## config.mk

```make
export PLATFORM = sky130hd
export DESIGN_NAME = operand_sequencer_flat
export DESIGN_NICKNAME = d
export VERILOG_FILES = /design/src/rtl/calc_pkg.sv /design/src/rtl/operand_sequencer_if.sv /design/src/rtl/key_press_detect.sv /design/src/rtl/operand_sequencer.sv /design/src/flat_wrapper.sv
export SDC_FILE = /design/constraint.sdc
export NUM_CORES = 1
export LEC_CHECK = 0
export CORE_UTILIZATION = 40
export DETAILED_ROUTE_END_ITERATION = 12
export HOLD_SLACK_MARGIN = 0.12
export PLACE_DENSITY_LB_ADDON = 0.25
export SLEW_MARGIN = 20
export SYNTH_ARGS = -nofsm -noshare
export SYNTH_HDL_FRONTEND = slang
export SYNTH_SLANG_ARGS = --single-unit
export TNS_END_PERCENT = 20
```

## constraint.sdc

```tcl
create_clock -name clock -period 3.2 [get_ports clock]
set_clock_uncertainty 0.1 [all_clocks]
set_input_delay 0.64 -clock clock [delete_from_list [all_inputs] [get_ports clock]]
set_output_delay 0.64 -clock clock [all_outputs]
set_load 0.05 [all_outputs]
```

## src/rtl/calc_pkg.sv

```systemverilog
// ---------------------------------------------------------------------------
// calc_pkg
// Constants and types shared by the operand sequencer, ALU and display:
// keypad codes, operator encodings and the sequencer state encoding.
// No ports (package).
// ---------------------------------------------------------------------------
package calc_pkg;

    // Keypad codes that the sequencer reacts to; 0-9 are digits handled upstream.
    localparam logic [3:0] KEY_ADD = 4'hA;
    localparam logic [3:0] KEY_SUB = 4'hB;
    localparam logic [3:0] KEY_CLR = 4'hD;
    localparam logic [3:0] KEY_EQ  = 4'hF;

    // Operator encoding presented to the arithmetic stage; 10/11 are reserved.
    typedef logic [1:0] opcode_t;
    localparam opcode_t OP_ADD = 2'b00;
    localparam opcode_t OP_SUB = 2'b01;

    // Three bits wide so the display can show the state directly.
    typedef enum logic [2:0] {
        ST_ENTER_A  = 3'd0,
        ST_ENTER_B  = 3'd1,
        ST_WAIT_ACK = 3'd2,
        ST_ERROR    = 3'd3
    } state_t;

    function automatic logic is_operator(input logic [3:0] key);
        return (key == KEY_ADD) || (key == KEY_SUB);
    endfunction

endpackage

```

## src/rtl/operand_sequencer_if.sv

```systemverilog
// ---------------------------------------------------------------------------
// operand_sequencer_if
// Groups the keypad inputs, the operand bus and the {A, op, B} result
// bundle with its valid/ack handshake.
//   master : the sequencer (drives opA/opB/opcode/op_valid/err/entry_clr/state)
//   slave  : input unit + arithmetic stage (drives trig/value/B_in/OUT_Range/op_ack)
// Parameter WIDTH : operand width in bits.
// ---------------------------------------------------------------------------
interface operand_sequencer_if #(
    parameter int WIDTH = 8
);
    import calc_pkg::*;

    logic             trig;       // key-held level from the scanner
    logic [3:0]       value;      // key code, stable while trig is high
    logic [WIDTH-1:0] B_in;       // current operand from the input unit
    logic             OUT_Range;  // current entry is out of range
    logic             op_ack;     // consumer accepted the bundle
    logic [WIDTH-1:0] opA;
    logic [WIDTH-1:0] opB;
    opcode_t          opcode;
    logic             op_valid;
    logic             err;
    logic             entry_clr;  // one-cycle clear to the digit buffer
    logic [2:0]       state;

    modport master (
        input  trig, value, B_in, OUT_Range, op_ack,
        output opA, opB, opcode, op_valid, err, entry_clr, state
    );

    modport slave (
        output trig, value, B_in, OUT_Range, op_ack,
        input  opA, opB, opcode, op_valid, err, entry_clr, state
    );

endinterface

```

## src/rtl/key_press_detect.sv

```systemverilog
// ---------------------------------------------------------------------------
// key_press_detect
// Turns the key-held level into a single-cycle press indication on the
// first cycle the key is seen down; a held key gives exactly one press.
// Ports:
//   clock  : system clock, rising edge
//   Reset  : asynchronous, active-high reset
//   trig   : key-held level
//   press  : high for the one cycle where trig is high and was low before
// ---------------------------------------------------------------------------
module key_press_detect (
    input  logic clock,
    input  logic Reset,
    input  logic trig,
    output logic press
);

    logic trig_q;

    // NOTE: sequential state is written with non-blocking assignments so every
    // flop samples its inputs as they were before the edge.
    always_ff @(posedge clock or posedge Reset) begin
        if (Reset) trig_q <= 1'b0;
        else       trig_q <= trig;
    end

    // Combinational so the action happens on the first edge trig is high.
    assign press = trig & ~trig_q;

endmodule

```

## src/rtl/operand_sequencer.sv

```systemverilog
// ---------------------------------------------------------------------------
// operand_sequencer
// Captures operand A on an operator key, operand B on equals, and holds the
// {A, op, B} bundle valid until the arithmetic stage acknowledges it.
// Out-of-range entries latch err until the clear key; entry_clr tells the
// input unit to empty its digit buffer between operands.
// Parameters:
//   WIDTH          : operand width
//   TIMEOUT_CYCLES : idle cycles before automatic clear (ENTRY_TIMEOUT_EN only)
// Ports:
//   clock, Reset   : rising-edge clock, asynchronous active-high reset
//   bus            : operand_sequencer_if.master (keys, operand, bundle, status)
// Build option:
//   ENTRY_TIMEOUT_EN : when defined, ENTER_B and ERROR clear themselves after
//                      TIMEOUT_CYCLES cycles without a key press.
// ---------------------------------------------------------------------------
module operand_sequencer
    import calc_pkg::*;
#(
    parameter int WIDTH          = 8,
    parameter int TIMEOUT_CYCLES = 500000000
) (
    input  logic                 clock,
    input  logic                 Reset,
    operand_sequencer_if.master  bus
);

    if (TIMEOUT_CYCLES < 2) begin : g_bad_timeout
        $error("TIMEOUT_CYCLES must be at least 2");
    end

    state_t           state_q;
    logic [WIDTH-1:0] opa_q;
    logic [WIDTH-1:0] opb_q;
    opcode_t          opcode_q;
    logic             op_valid_q;
    logic             err_q;
    logic             entry_clr_q;

    logic press;
    logic timeout_hit;
    logic clear_req;

    key_press_detect u_press (
        .clock (clock),
        .Reset (Reset),
        .trig  (bus.trig),
        .press (press)
    );

`ifdef ENTRY_TIMEOUT_EN
    localparam int CNT_W = $clog2(TIMEOUT_CYCLES + 1);

    logic [CNT_W-1:0] idle_cnt;

    always_ff @(posedge clock or posedge Reset) begin
        if (Reset)
            idle_cnt <= '0;
        else if (press || state_q == ST_WAIT_ACK || timeout_hit)
            idle_cnt <= '0;
        else if (idle_cnt != CNT_W'(TIMEOUT_CYCLES))
            idle_cnt <= idle_cnt + 1'b1;
    end

    // Fires on the edge the count reaches TIMEOUT_CYCLES; a press wins.
    assign timeout_hit = !press
                      && (state_q == ST_ENTER_B || state_q == ST_ERROR)
                      && (idle_cnt == CNT_W'(TIMEOUT_CYCLES - 1));
`else
    assign timeout_hit = 1'b0;
`endif

    // Clear outranks everything else, including a same-cycle op_ack.
    assign clear_req = (press && bus.value == KEY_CLR) || timeout_hit;

    // Each pulse site writes !entry_clr_q, so a pulse requested right after
    // another (e.g. a key press just after a timeout clear) is merged and
    // entry_clr is never high on two consecutive cycles.
    always_ff @(posedge clock or posedge Reset) begin
        if (Reset) begin
            state_q     <= ST_ENTER_A;
            opa_q       <= '0;
            opb_q       <= '0;
            opcode_q    <= OP_ADD;
            op_valid_q  <= 1'b0;
            err_q       <= 1'b0;
            entry_clr_q <= 1'b0;
        end else begin
            entry_clr_q <= 1'b0;
            if (clear_req) begin
                state_q     <= ST_ENTER_A;
                opa_q       <= '0;
                opb_q       <= '0;
                opcode_q    <= OP_ADD;
                op_valid_q  <= 1'b0;
                err_q       <= 1'b0;
                entry_clr_q <= !entry_clr_q;
            end else begin
                case (state_q)
                    ST_ENTER_A: begin
                        if (press && is_operator(bus.value)) begin
                            if (bus.OUT_Range) begin
                                err_q   <= 1'b1;
                                state_q <= ST_ERROR;
                            end else begin
                                opa_q       <= bus.B_in;
                                opcode_q    <= (bus.value == KEY_SUB) ? OP_SUB : OP_ADD;
                                entry_clr_q <= !entry_clr_q;
                                state_q     <= ST_ENTER_B;
                            end
                        end
                    end
                    ST_ENTER_B: begin
                        if (press && bus.value == KEY_EQ) begin
                            if (bus.OUT_Range) begin
                                err_q   <= 1'b1;
                                state_q <= ST_ERROR;
                            end else begin
                                opb_q      <= bus.B_in;
                                op_valid_q <= 1'b1;
                                state_q    <= ST_WAIT_ACK;
                            end
                        end
                    end
                    ST_WAIT_ACK: begin
                        // Operands and opcode stay put for the display.
                        if (bus.op_ack) begin
                            op_valid_q  <= 1'b0;
                            entry_clr_q <= !entry_clr_q;
                            state_q     <= ST_ENTER_A;
                        end
                    end
                    default: ;  // ST_ERROR: only a clear leaves
                endcase
            end
        end
    end

    assign bus.opA       = opa_q;
    assign bus.opB       = opb_q;
    assign bus.opcode    = opcode_q;
    assign bus.op_valid  = op_valid_q;
    assign bus.err       = err_q;
    assign bus.entry_clr = entry_clr_q;
    assign bus.state     = state_q;

endmodule
```

## src/flat_wrapper.sv

```systemverilog
// flat-port wrapper written by rule: the top's interface ports become plain ports
module operand_sequencer_flat import calc_pkg::*;
#(
    parameter int WIDTH          = 8,
    parameter int TIMEOUT_CYCLES = 500000000
)
  (clock, Reset, bus_trig, bus_value, bus_B_in, bus_OUT_Range, bus_op_ack, bus_opA, bus_opB, bus_opcode, bus_op_valid, bus_err, bus_entry_clr, bus_state);
  operand_sequencer_if #(.WIDTH(WIDTH)) bus_i ();
  input  logic clock;
  input  logic Reset;
  input wire logic [$bits(bus_i.trig)-1:0] bus_trig;
  input wire logic [$bits(bus_i.value)-1:0] bus_value;
  input wire logic [$bits(bus_i.B_in)-1:0] bus_B_in;
  input wire logic [$bits(bus_i.OUT_Range)-1:0] bus_OUT_Range;
  input wire logic [$bits(bus_i.op_ack)-1:0] bus_op_ack;
  output wire logic [$bits(bus_i.opA)-1:0] bus_opA;
  output wire logic [$bits(bus_i.opB)-1:0] bus_opB;
  output wire logic [$bits(bus_i.opcode)-1:0] bus_opcode;
  output wire logic [$bits(bus_i.op_valid)-1:0] bus_op_valid;
  output wire logic [$bits(bus_i.err)-1:0] bus_err;
  output wire logic [$bits(bus_i.entry_clr)-1:0] bus_entry_clr;
  output wire logic [$bits(bus_i.state)-1:0] bus_state;
  assign bus_i.trig = bus_trig;
  assign bus_i.value = bus_value;
  assign bus_i.B_in = bus_B_in;
  assign bus_i.OUT_Range = bus_OUT_Range;
  assign bus_i.op_ack = bus_op_ack;
  assign bus_opA = bus_i.opA;
  assign bus_opB = bus_i.opB;
  assign bus_opcode = bus_i.opcode;
  assign bus_op_valid = bus_i.op_valid;
  assign bus_err = bus_i.err;
  assign bus_entry_clr = bus_i.entry_clr;
  assign bus_state = bus_i.state;
  operand_sequencer #(.WIDTH(WIDTH), .TIMEOUT_CYCLES(TIMEOUT_CYCLES)) u_core (.clock(clock), .Reset(Reset), .bus(bus_i));
endmodule
```

# Word-level counts from Yosys, hierarchy flattened
# Index checks and enable logic that the tools add are counted.
# word_totals
memories	0
romBits	0
register_bits	25
latchBits	0
ramBits	0
in_bits	17
# op_classes
bitwise	2
n_eq_ne	11
n_div	0
n_reduce_logical	18
n_mul	0
add_sub_neg	0
order_cmp	0
n_mux	34
shift	0
# ops
cell	n
2-to-1 mux 8 bit	7
== test 4 bit, second input constant	4
2-to-1 mux 1 bit	14
2-to-1 mux 3 bit	4
2-to-1 mux 2 bit	5
case mux 3 bit (3 select lines)	1
AND reduction 3 bit	3
AND reduction 4 bit	2
nonzero test 2 bit	4
!= test 3 x 1 -> 1 bit, second input constant	2
!= test 3 x 2 -> 1 bit, second input constant	2
case mux 1 bit (2 select lines)	3
nonzero test 3 bit	2
nonzero test 4 bit	1
== test 3 x 1 -> 1 bit, second input constant	1
== test 3 x 2 -> 1 bit, second input constant	1
logical AND 1 bit	3
logical NOT 3 bit	1
!= test 2 x 1 -> 1 bit, second input constant	1
bitwise AND 1 bit	1
logical NOT 1 bit	1
logical OR 1 bit	1
NOT 1 bit	1

# Depth between registers and ports, before layout
# Gate-level depths: netlist of run 1.
# logic_depth
ltp_word	6
ltp_mapped	8
mapped_depth_nobuf	7

# By module
# From an unflattened synthesis of run 1, not the netlist that was laid out.
# unflattened
cells_unflattened	98
area_unflattened_um2	1113.6
# modules_own_cells
module	cells_per_inst	area_each_um2	n_inst
operand_sequencer	95	1071.0	1
key_press_detect	3	42.5	1

# Least setup slack after synthesis of run 1
# OpenSTA, ideal clock, no wires.
# synth_timing
path_type	reg2reg
start	reg u_core.state_q[1], in the netlist u_core.bus.state[1]
end	reg u_core.state_q[0], in the netlist u_core.bus.state[0]
path_slack_ns	1.288
setup_time_ns	0.120
path_buffers	0
t_arrival_ns	1.692
path_stages_with_launch	7
path_cell_list	dfrtp_1 -> inv_1 -> ha_1 -> o31ai_1 -> a21oi_1 -> and2_1 -> o211a_1
# synth_via
elab_chain_cells	3
elab_cells_between_ends	10
classes_between	eq/ne (5); mux (2); reduce/logical (3)
# synth_rtl
element	line_no	text
start: declaration	operand_sequencer.sv:32	state_t state_q;
start signal: assignment	operand_sequencer.sv:81	state_q <= ST_ENTER_A;
start signal: assignment	operand_sequencer.sv:91	state_q <= ST_ENTER_A;
start signal: assignment	operand_sequencer.sv:104	state_q <= ST_ERROR;
== test 3 x 1 -> 1 bit, or another cell as far along	operand_sequencer.sv:99	case (state_q)
!= test 3 x 1 -> 1 bit (no source line), or another cell as far along	--	
AND reduction 4 bit (no source line) / 2-to-1 mux 3 bit (equally long branches)	--	
# Several ways; a longest one is shown, not always the timed one.
# A chain may end at the register's enable or synchronous reset.

# Final worst setup path of run 1
# layout_timing
start	reg u_core.state_q[1], in the netlist u_core.bus.state[1]
end	out bus_state[1]
# layout_lines
element	line_no	text
end: declaration	flat_wrapper.sv:22	output wire logic [$bits(bus_i.state)-1:0] bus_state;
# No word-level cell between the ends.

==> impl_metrics.csv, run 1 <==
group,metric,value,unit
placement,pre_cts_slack,692,ps
sta,period_share,73.0,%
final_layout,final_area,0.00152,mm²
sta,finalSetupTns,0,ps
routing,route.met3.wl,127,µm
routing,top_layer,"met4",
clock_network,post_cts_buffers,0,
setup_path,crit_path_end_kind,"output port",
sta,fmax,0.428,GHz
power_and_ir_drop,p_per_area,843,mW/mm²
yosys,synth_cell_type_count,34,
routing,vias,872,
routing,wl_per_cell,14.5,µm
clock_network,post_cts_resize_count,0,
power_and_ir_drop,leakage,0.754,nW
global_route,grt.total_usage,18.4,%
yosys,synth_area,0.00112,mm²
clock_network,htree_num_levels,1,
status,status,"finished, final reports clean",
setup_path,cp_slowest_cell,"clkdlybuf4s50_1",
flow_run,cap_violations,0,
routing,drt-met1-wl,1130,µm
final_layout,area_growth,36.4,%
yosys,synth_top_cell_by_area,"dfrtp_1",
yosys,synthFlopType,"dfrtp_1",
sta,setup_ws,863,ps
worst_hold_path,hold_class,"register to register",
floorplanning,core_area,0.00257,mm²
placement,io_buffer_count,38,
sta,rsz0062_at_grt,"no",
clock_network,clk-insertion-delay-late,320,ps
final_layout,mostFrequentLayoutCells,"clkdlybuf4s50_1 (38), dfrtp_1 (23), nor2_1 (9), a22o_1 (8), mux2i_1 (8)",
clock_network,clk_pin_slew_worst_paths,130,ps
placement,gp_congestion,0.811,
routing,drc,0,
yosys,netlist_top_cells_area,"dfrtp_1 (52%), mux2i_1 (7.2%), a22o_1 (6.3%), ha_1 (3.4%), nor2_1 (3.0%)",
global_route,antenna_found_initial,0,
yosys,yosysWarnings,0,
sta,worst_pin_slew,859,ps
yosys,synth_area_per_cell,11.5,µm²
clock_network,cts_tree,"built",
sta,drv_slew,0,
setup_path,crit_type,"register to output port",
final_layout,antennaDiodeCount,0,
final_layout,drive_gt1_share,7.41,%
placement,dpl.hpwl,1750,µm
routing,first_pass_iters,4,
yosys,async_reset_ff_share,100,%
yosys,syn-instance-count,97,
floorplanning,initial_core_util,43.5,%
setup_path,slowest_delay,830,ps
clock_network,ctsLongestPathBuffers,2,
clock_network,ctsHoldBuffers,0,
final_layout,layout_commonest_cell,"clkdlybuf4s50_1",
sta,relSlewSlack,42.6,%
global_route,grt_pass1_vias,829,
yosys,synth_seq_cells,23,
sta,setup_viol,0,
global_route,grt_overflow_total,0,
yosys,ys_seq_area_share,51.5,%
setup_path,crit_arrival,1600,ps
clock_network,numClockSinks,23,
setup_path,crit_chain,"clkdlybuf4s50_1",
sta,hold_viol_final,0,
placement,dpl_cell_area,0.00150,mm²
routing,dr_wl_met2,1130,µm
yosys,synth_top_area_share,51.5,%
setup_path,required,2460,ps
final_layout,nets,156,
power_and_ir_drop,peakVddDrop,0.000494,V
global_route,grt_max_degree,24,
floorplanning,rows,18,
routing,routed_via_density,5.28,
floorplanning,io_pins,41,
setup_path,worst-path-max-fanout,5,
routing,finalWirelength,2400,µm
setup_path,path_buf_inv,1,
setup_path,crit_family,"buffers and inverters",
clock_network,root_buffer,"clkbuf_4",
floorplanning,chipHeight,54.9,µm
floorplanning,die_area,0.00301,mm²
global_route,grt_pass1_wl,3820,µm
routing,drt_iter0_drc,13,
sta,layout_min_cycle_time,2340,ps
yosys,synth-edff-count,0,
routing,ant_nets,0,
final_layout,n_fill_cell,234,
clock_network,numCtsBuffers,3,
floorplanning,die_x,54.9,µm
setup_path,start_kind,"register",
[per-layer routing]
metal | GRT usage [%] | up-vias
met5 | 0 | -
met2 | 28.5 | 23
met3 | 6.39 | 2
met4 | 3.85 | 0
met1 | 24.4 | 424
li1 | - | 423
[report_power, final]
group          switching [mW]  internal [mW]  total [mW]  leakage (nW)
sequential             0.0518          0.367       0.419         0.295
combinational           0.460          0.268       0.729         0.441
clock                  0.0908         0.0468       0.138        0.0177
total                   0.603          0.682        1.29         0.754
[synthesized netlist by cell type (all sizes together) (2+ instances only)]
library cell / n
a21oi: 2
a22o: 8
buf: 5
dfrtp: 23
ha: 3
inv: 6
mux2i: 8
nand2: 6
nand2b: 2
nand3: 4
nand3b: 2
nor2: 11
o2111ai: 2
o21ai: 3
[layout make-up]
type                    count  area [µm²]  share of cell area [%]
clock buffers               3        22.5                    1.48
clock inverters             1        5.00                   0.328
inverters                   6        22.5                    1.48
multi-input cells          64         480                    31.5
flip-flops and latches     23         576                    37.8
well taps                  30        37.5                    2.46
repair buffers             38         380                    25.0
[state kept, by name, summed over array words and instances, names as in the netlist]
| signal | count |
|---|---|
| u_core.bus.op_valid | 1 |
| u_core.bus.opcode | 1 |
| u_core.bus.entry_clr | 1 |
| u_core.u_press.trig_q | 1 |
| u_core.bus.opB | 8 |
| u_core.bus.state | 2 |
| u_core.bus.opA | 8 |
| u_core.bus.err | 1 |
[cell families after synthesis]
family / Yosys count / synth area share [%]
simple gates: 30 / 17.2
other cells: 1 / 0.336
flops: 23 / 51.5
fa+ha+maj: 3 / 3.36
buf+inv: 11 / 5.82
compound gates: 21 / 14.6
mux: 8 / 7.17
[final timing paths]
kind | cells after the start | slack, ps | to | start
max in group asynchronous | 2 | 1780 | u_core.bus.opB[4] | Reset
hold / removal | 1 | 350 | u_core.bus.entry_clr | u_core.bus.entry_clr
setup / recovery | 1 | 860 | bus_state[1] | u_core.bus.state[1]
min in group asynchronous | 2 | 680 | u_core.u_press.trig_q | Reset
hold reg to reg | 1 | 350 | u_core.bus.entry_clr | u_core.bus.entry_clr
setup reg to reg | 5 | 1430 | u_core.bus.opB[4] | u_core.u_press.trig_q
[per-stage QoR]
stage | hold slack (ps) | power [mW] | cells | util, %
final | 355 | 1.29 | 165 | 59.4
after detailed placement | 325 | 1.15 | 161 | 58.3
after global routing | 381 | 1.37 | 165 | 59.4
after CTS | 355 | 1.29 | 165 | 59.4
after global placement | 325 | 1.14 | 161 | 58.3
after floorplan | 542 | 0.925 | 98 | -
(Power assumes the default switching activity.)
==> run 2: changes to the inputs <==
- clock period: 3.2 -> 2.4 ns (I/O delays scaled with it)
==> impl_metrics.csv, run 2 (synthesized netlist as in run 1, its figures left out) <==
group,metric,value,unit
final_layout,antennaDiodeCount,0,
floorplanning,initial_core_util,43.5,%
sta,hold_viol_final,0,
final_layout,multi_input_area,480,µm²
clock_network,post_cts_buffers,0,
final_layout,layout_commonest_cell,"clkdlybuf4s50_1",
routing,wl_per_cell,14.2,µm
placement,dpl.hpwl,1740,µm
setup_path,start_kind,"register",
floorplanning,die_x,54.9,µm
global_route,grt_overflow_total,0,
setup_path,crit_chain,"clkdlybuf4s50_1",
floorplanning,die_area,0.00301,mm²
setup_path,crit_type,"register to output port",
power_and_ir_drop,p_per_area,1110,mW/mm²
flow_run,cap_violations,0,
global_route,grt_pass1_wl,3650,µm
sta,rsz0062_at_grt,"no",
final_layout,area_growth,37.7,%
worst_hold_path,hold_class,"register to register",
power_and_ir_drop,leakage,0.764,nW
setup_path,worst-path-max-fanout,5,
floorplanning,rows,18,
final_layout,n_fill_cell,237,
clock_network,ctsHoldBuffers,0,
clock_network,htree_num_levels,1,
setup_path,path_buf_inv,1,
sta,setup_viol,0,
final_layout,final_area,0.00154,mm²
global_route,antenna_found_initial,0,
clock_network,clk_pin_slew_worst_paths,120,ps
routing,routed_via_density,5.18,
final_layout,final_util,59.9,%
routing,drt_iter0_drc,4,
setup_path,required,1820,ps
placement,gp_congestion,0.848,
sta,fmax,0.463,GHz
routing,vias,865,
sta,drv_slew,0,
clock_network,post_cts_resize_count,0,
sta,worst_pin_slew,504,ps
setup_path,crit_family,"buffers and inverters",
floorplanning,chipHeight,54.9,µm
sta,finalSetupTns,0,ps
final_layout,drive_gt1_share,8.76,%
sta,relSlewSlack,66.3,%
setup_path,slowest_delay,830,ps
routing,first_pass_iters,3,
sta,period_share,89.9,%
clock_network,clk-insertion-delay-late,300,ps
power_and_ir_drop,peakVddDrop,0.000758,V
floorplanning,core_area,0.00257,mm²
clock_network,ctsLongestPathBuffers,2,
floorplanning,io_pins,41,
final_layout,ff_latch_area,576,µm²
clock_network,numClockSinks,23,
routing,finalWirelength,2370,µm
setup_path,crit_path_end_kind,"output port",
placement,io_buffer_count,38,
final_layout,nets,158,
sta,layout_min_cycle_time,2160,ps
final_layout,mostFrequentLayoutCells,"clkdlybuf4s50_1 (38), dfrtp_1 (23), nor2_1 (9), a22o_1 (8), mux2i_1 (8)",
clock_network,cts_tree,"built",
routing,drc,0,
setup_path,crit_arrival,1580,ps
routing,ant_nets,0,
placement,dpl_cell_area,0.00151,mm²
clock_network,numCtsBuffers,3,
global_route,grt_pass1_vias,823,
status,status,"finished, final reports clean",
clock_network,root_buffer,"clkbuf_4",
setup_path,cp_slowest_cell,"clkdlybuf4s50_1",
global_route,grt.total_usage,17.4,%
global_route,grt_max_degree,24,
-- run 2: cell count changes in the layout (fill, tap and decap cells not counted), sizes merged --
cell and change:
buf +2
-- run 2: final cells by class --
class	count	area share, %
Multi-Input combinational cell	64	31.2
Clock inverter	1	0.325
Tap cell	30	2.44
Inverter	6	1.46
Timing Repair Buffer	40	25.7
Sequential cell	23	37.4
Clock buffer	3	1.46
-- run 2: final timing paths --
check                                          start              endpoint  slack (ps)  depth (start not counted)
min in group asynchronous                      Reset     u_core.bus.opB[2]         400                          3
worst max register to register   u_core.bus.state[1]     u_core.bus.opB[6]         620                          7
worst min-delay path            u_core.bus.entry_clr  u_core.bus.entry_clr         360                          1
worst min register to register  u_core.bus.entry_clr  u_core.bus.entry_clr         360                          1
worst max-delay path             u_core.bus.state[1]          bus_state[1]         240                          1
max in group asynchronous                      Reset   u_core.bus.state[1]        1560                          3
-- run 2: layer usage --
metal  vias up  GRT usage (%)  part of all wire (%)
met5         -              0                     0
met4         0           5.13                  0.42
met3         2           2.78                   4.1
met2        21           28.1                    48
met1       421           23.5                    48
li1        421              -                     -
-- run 2: through the flow --
| step | std cells | power [mW] | setup slack (ps) | hold WS [ps] |
|---|---|---|---|---|
| after floorplan | 98 | 1.23 | 488 | 382 |
| after global placement | 163 | 1.52 | 357 | 336 |
| after detailed placement | 163 | 1.54 | 287 | 320 |
| after CTS | 167 | 1.72 | 220 | 349 |
| after global routing | 167 | 1.82 | 175 | 355 |
| final | 167 | 1.71 | 242 | 361 |
-- run 2: where the power goes --
group          switching (mW)  internal (mW)  leakage [nW]
registers              0.0669          0.490         0.295
clock network           0.116         0.0621        0.0177
logic                   0.615          0.359         0.451
total                   0.797          0.911         0.764
==> run 3: changes to the inputs <==
- SETUP_SLACK_MARGIN: not set -> 0.4
==> impl_metrics.csv, run 3 (synthesized netlist as in run 1, its figures left out) <==
group,metric,value,unit
setup_path,slowest_delay,820,ps
setup_path,start_kind,"register",
floorplanning,core_area,0.00257,mm²
setup_path,crit_path_end_kind,"output port",
sta,finalSetupTns,0,ps
setup_path,worst-path-stages,1,
sta,hold_viol_final,0,
final_layout,final_util,60.0,%
sta,layout_min_cycle_time,2080,ps
setup_path,required,1820,ps
setup_path,startpoint,"u_core.bus.entry_clr",
floorplanning,rows,18,
clock_network,clk-insertion-delay-late,300,ps
final_layout,area_growth,38.0,%
routing,drc,0,
power_and_ir_drop,peakVddDrop,0.000751,V
setup_path,worst-path-max-fanout,2,
setup_path,crit_chain,"clkdlybuf4s50_1",
final_layout,antennaDiodeCount,0,
clock_network,numClockSinks,23,
final_layout,drive_gt1_share,8.76,%
final_layout,mostFrequentLayoutCells,"clkdlybuf4s50_1 (31), dfrtp_1 (23), nor2_1 (9), a22o_1 (8), mux2i_1 (8)",
setup_path,crit_family,"buffers and inverters",
global_route,grt.total_usage,17.4,%
clock_network,root_buffer,"clkbuf_4",
routing,ant_nets,0,
sta,setup_viol,0,
setup_path,crit_path_end,"bus_entry_clr",
routing,routed_via_density,5.18,
power_and_ir_drop,p_per_area,1090,mW/mm²
final_layout,nets,158,
routing,vias,865,
global_route,antenna_found_initial,0,
setup_path,crit_type,"register to output port",
setup_path,crit_arrival,1500,ps
clock_network,clk_pin_slew_worst_paths,120,ps
setup_path,r2r_cells,7,
routing,wl_per_cell,14.2,µm
setup_path,path_buf_inv,1,
setup_path,cp_slowest_cell,"clkdlybuf4s50_1",
floorplanning,io_pins,41,
setup_path,r2r_setup_slack,630,ps
placement,dpl.hpwl,1740,µm
global_route,grt_overflow_total,0,
placement,gp_congestion,0.848,
sta,worst_pin_slew,504,ps
status,status,"finished, final reports clean",
floorplanning,chipHeight,54.9,µm
power_and_ir_drop,leakage,0.812,nW
sta,setup_ws,316,ps
global_route,grt_pass1_vias,823,
placement,pre_cts_slack,287,ps
clock_network,cts_tree,"built",
floorplanning,die_area,0.00301,mm²
clock_network,numCtsBuffers,3,
floorplanning,initial_core_util,43.5,%
worst_hold_path,hold_class,"register to register",
flow_run,cap_violations,0,
routing,first_pass_iters,3,
setup_path,rr_endpoint,"u_core.bus.opB[6]",
clock_network,htree_num_levels,1,
global_route,grt_pass1_wl,3650,µm
sta,period_share,86.8,%
setup_path,r2r_start,"u_core.bus.state[1]",
routing,finalWirelength,2370,µm
global_route,grt_max_degree,24,
power_and_ir_drop,power,1.69,mW
routing,drt_iter0_drc,4,
clock_network,ctsLongestPathBuffers,2,
sta,rsz0062_at_grt,"yes",
placement,io_buffer_count,38,
sta,fmax,0.480,GHz
sta,relSlewSlack,66.3,%
floorplanning,die_x,54.9,µm
final_layout,layout_commonest_cell,"clkdlybuf4s50_1",
sta,drv_slew,0,
## run 3: metrics by stage
stage	area (µm²)	hold slack, ps	cells
after floorplan	1120	382	98
after global placement	1510	336	163
after detailed placement	1510	320	163
after CTS	1530	349	167
after global routing	1540	355	167
final	1540	361	167
## run 3: metal layers
| layer | GRT usage [%] | part of all wire [%] | up-vias |
|---|---|---|---|
| li1 | - | - | 421 |
| met1 | 23.5 | 48 | 421 |
| met2 | 28.1 | 48 | 21 |
| met3 | 2.78 | 4.2 | 2 |
| met4 | 5.13 | 0.42 | 0 |
| met5 | 0 | 0 | - |
## run 3: how the worst min path moves through the flow
| stage | startpoint | to | slack, ps | depth (start not counted) |
|---|---|---|---|---|
| after floorplan | Reset | u_core.bus.entry_clr | 380 | 1 |
| after global placement | u_core.bus.entry_clr | u_core.bus.entry_clr | 340 | 1 |
| after detailed placement | u_core.bus.entry_clr | u_core.bus.entry_clr | 320 | 1 |
| after CTS | u_core.bus.entry_clr | u_core.bus.entry_clr | 350 | 1 |
| after global routing | u_core.bus.entry_clr | u_core.bus.entry_clr | 360 | 1 |
| final | u_core.bus.entry_clr | u_core.bus.entry_clr | 360 | 1 |
## run 3: cell type report
class	count	area (µm²)
flip-flops and latches	23	576
inverters	6	22.5
fillers	238	1030
multi-input cells	64	480
clock inverters	1	5.00
clock buffers	3	22.5
well taps	30	37.5
repair buffers	40	398
## run 3: power by group
part / leakage [nW] / switching [mW] / internal (mW)
sequential: 0.295 / 0.0651 / 0.489
combinational: 0.499 / 0.615 / 0.340
clock: 0.0177 / 0.116 / 0.0621
total: 0.812 / 0.796 / 0.892
## run 3: repair_timing
item	in CTS	in global routing
buffers inserted	0	0
pin swaps	0	0
hold buffers	0	0
endpoints found under the setup margin	22	18
hold endpoints to repair	0	0
resized for setup	4	3
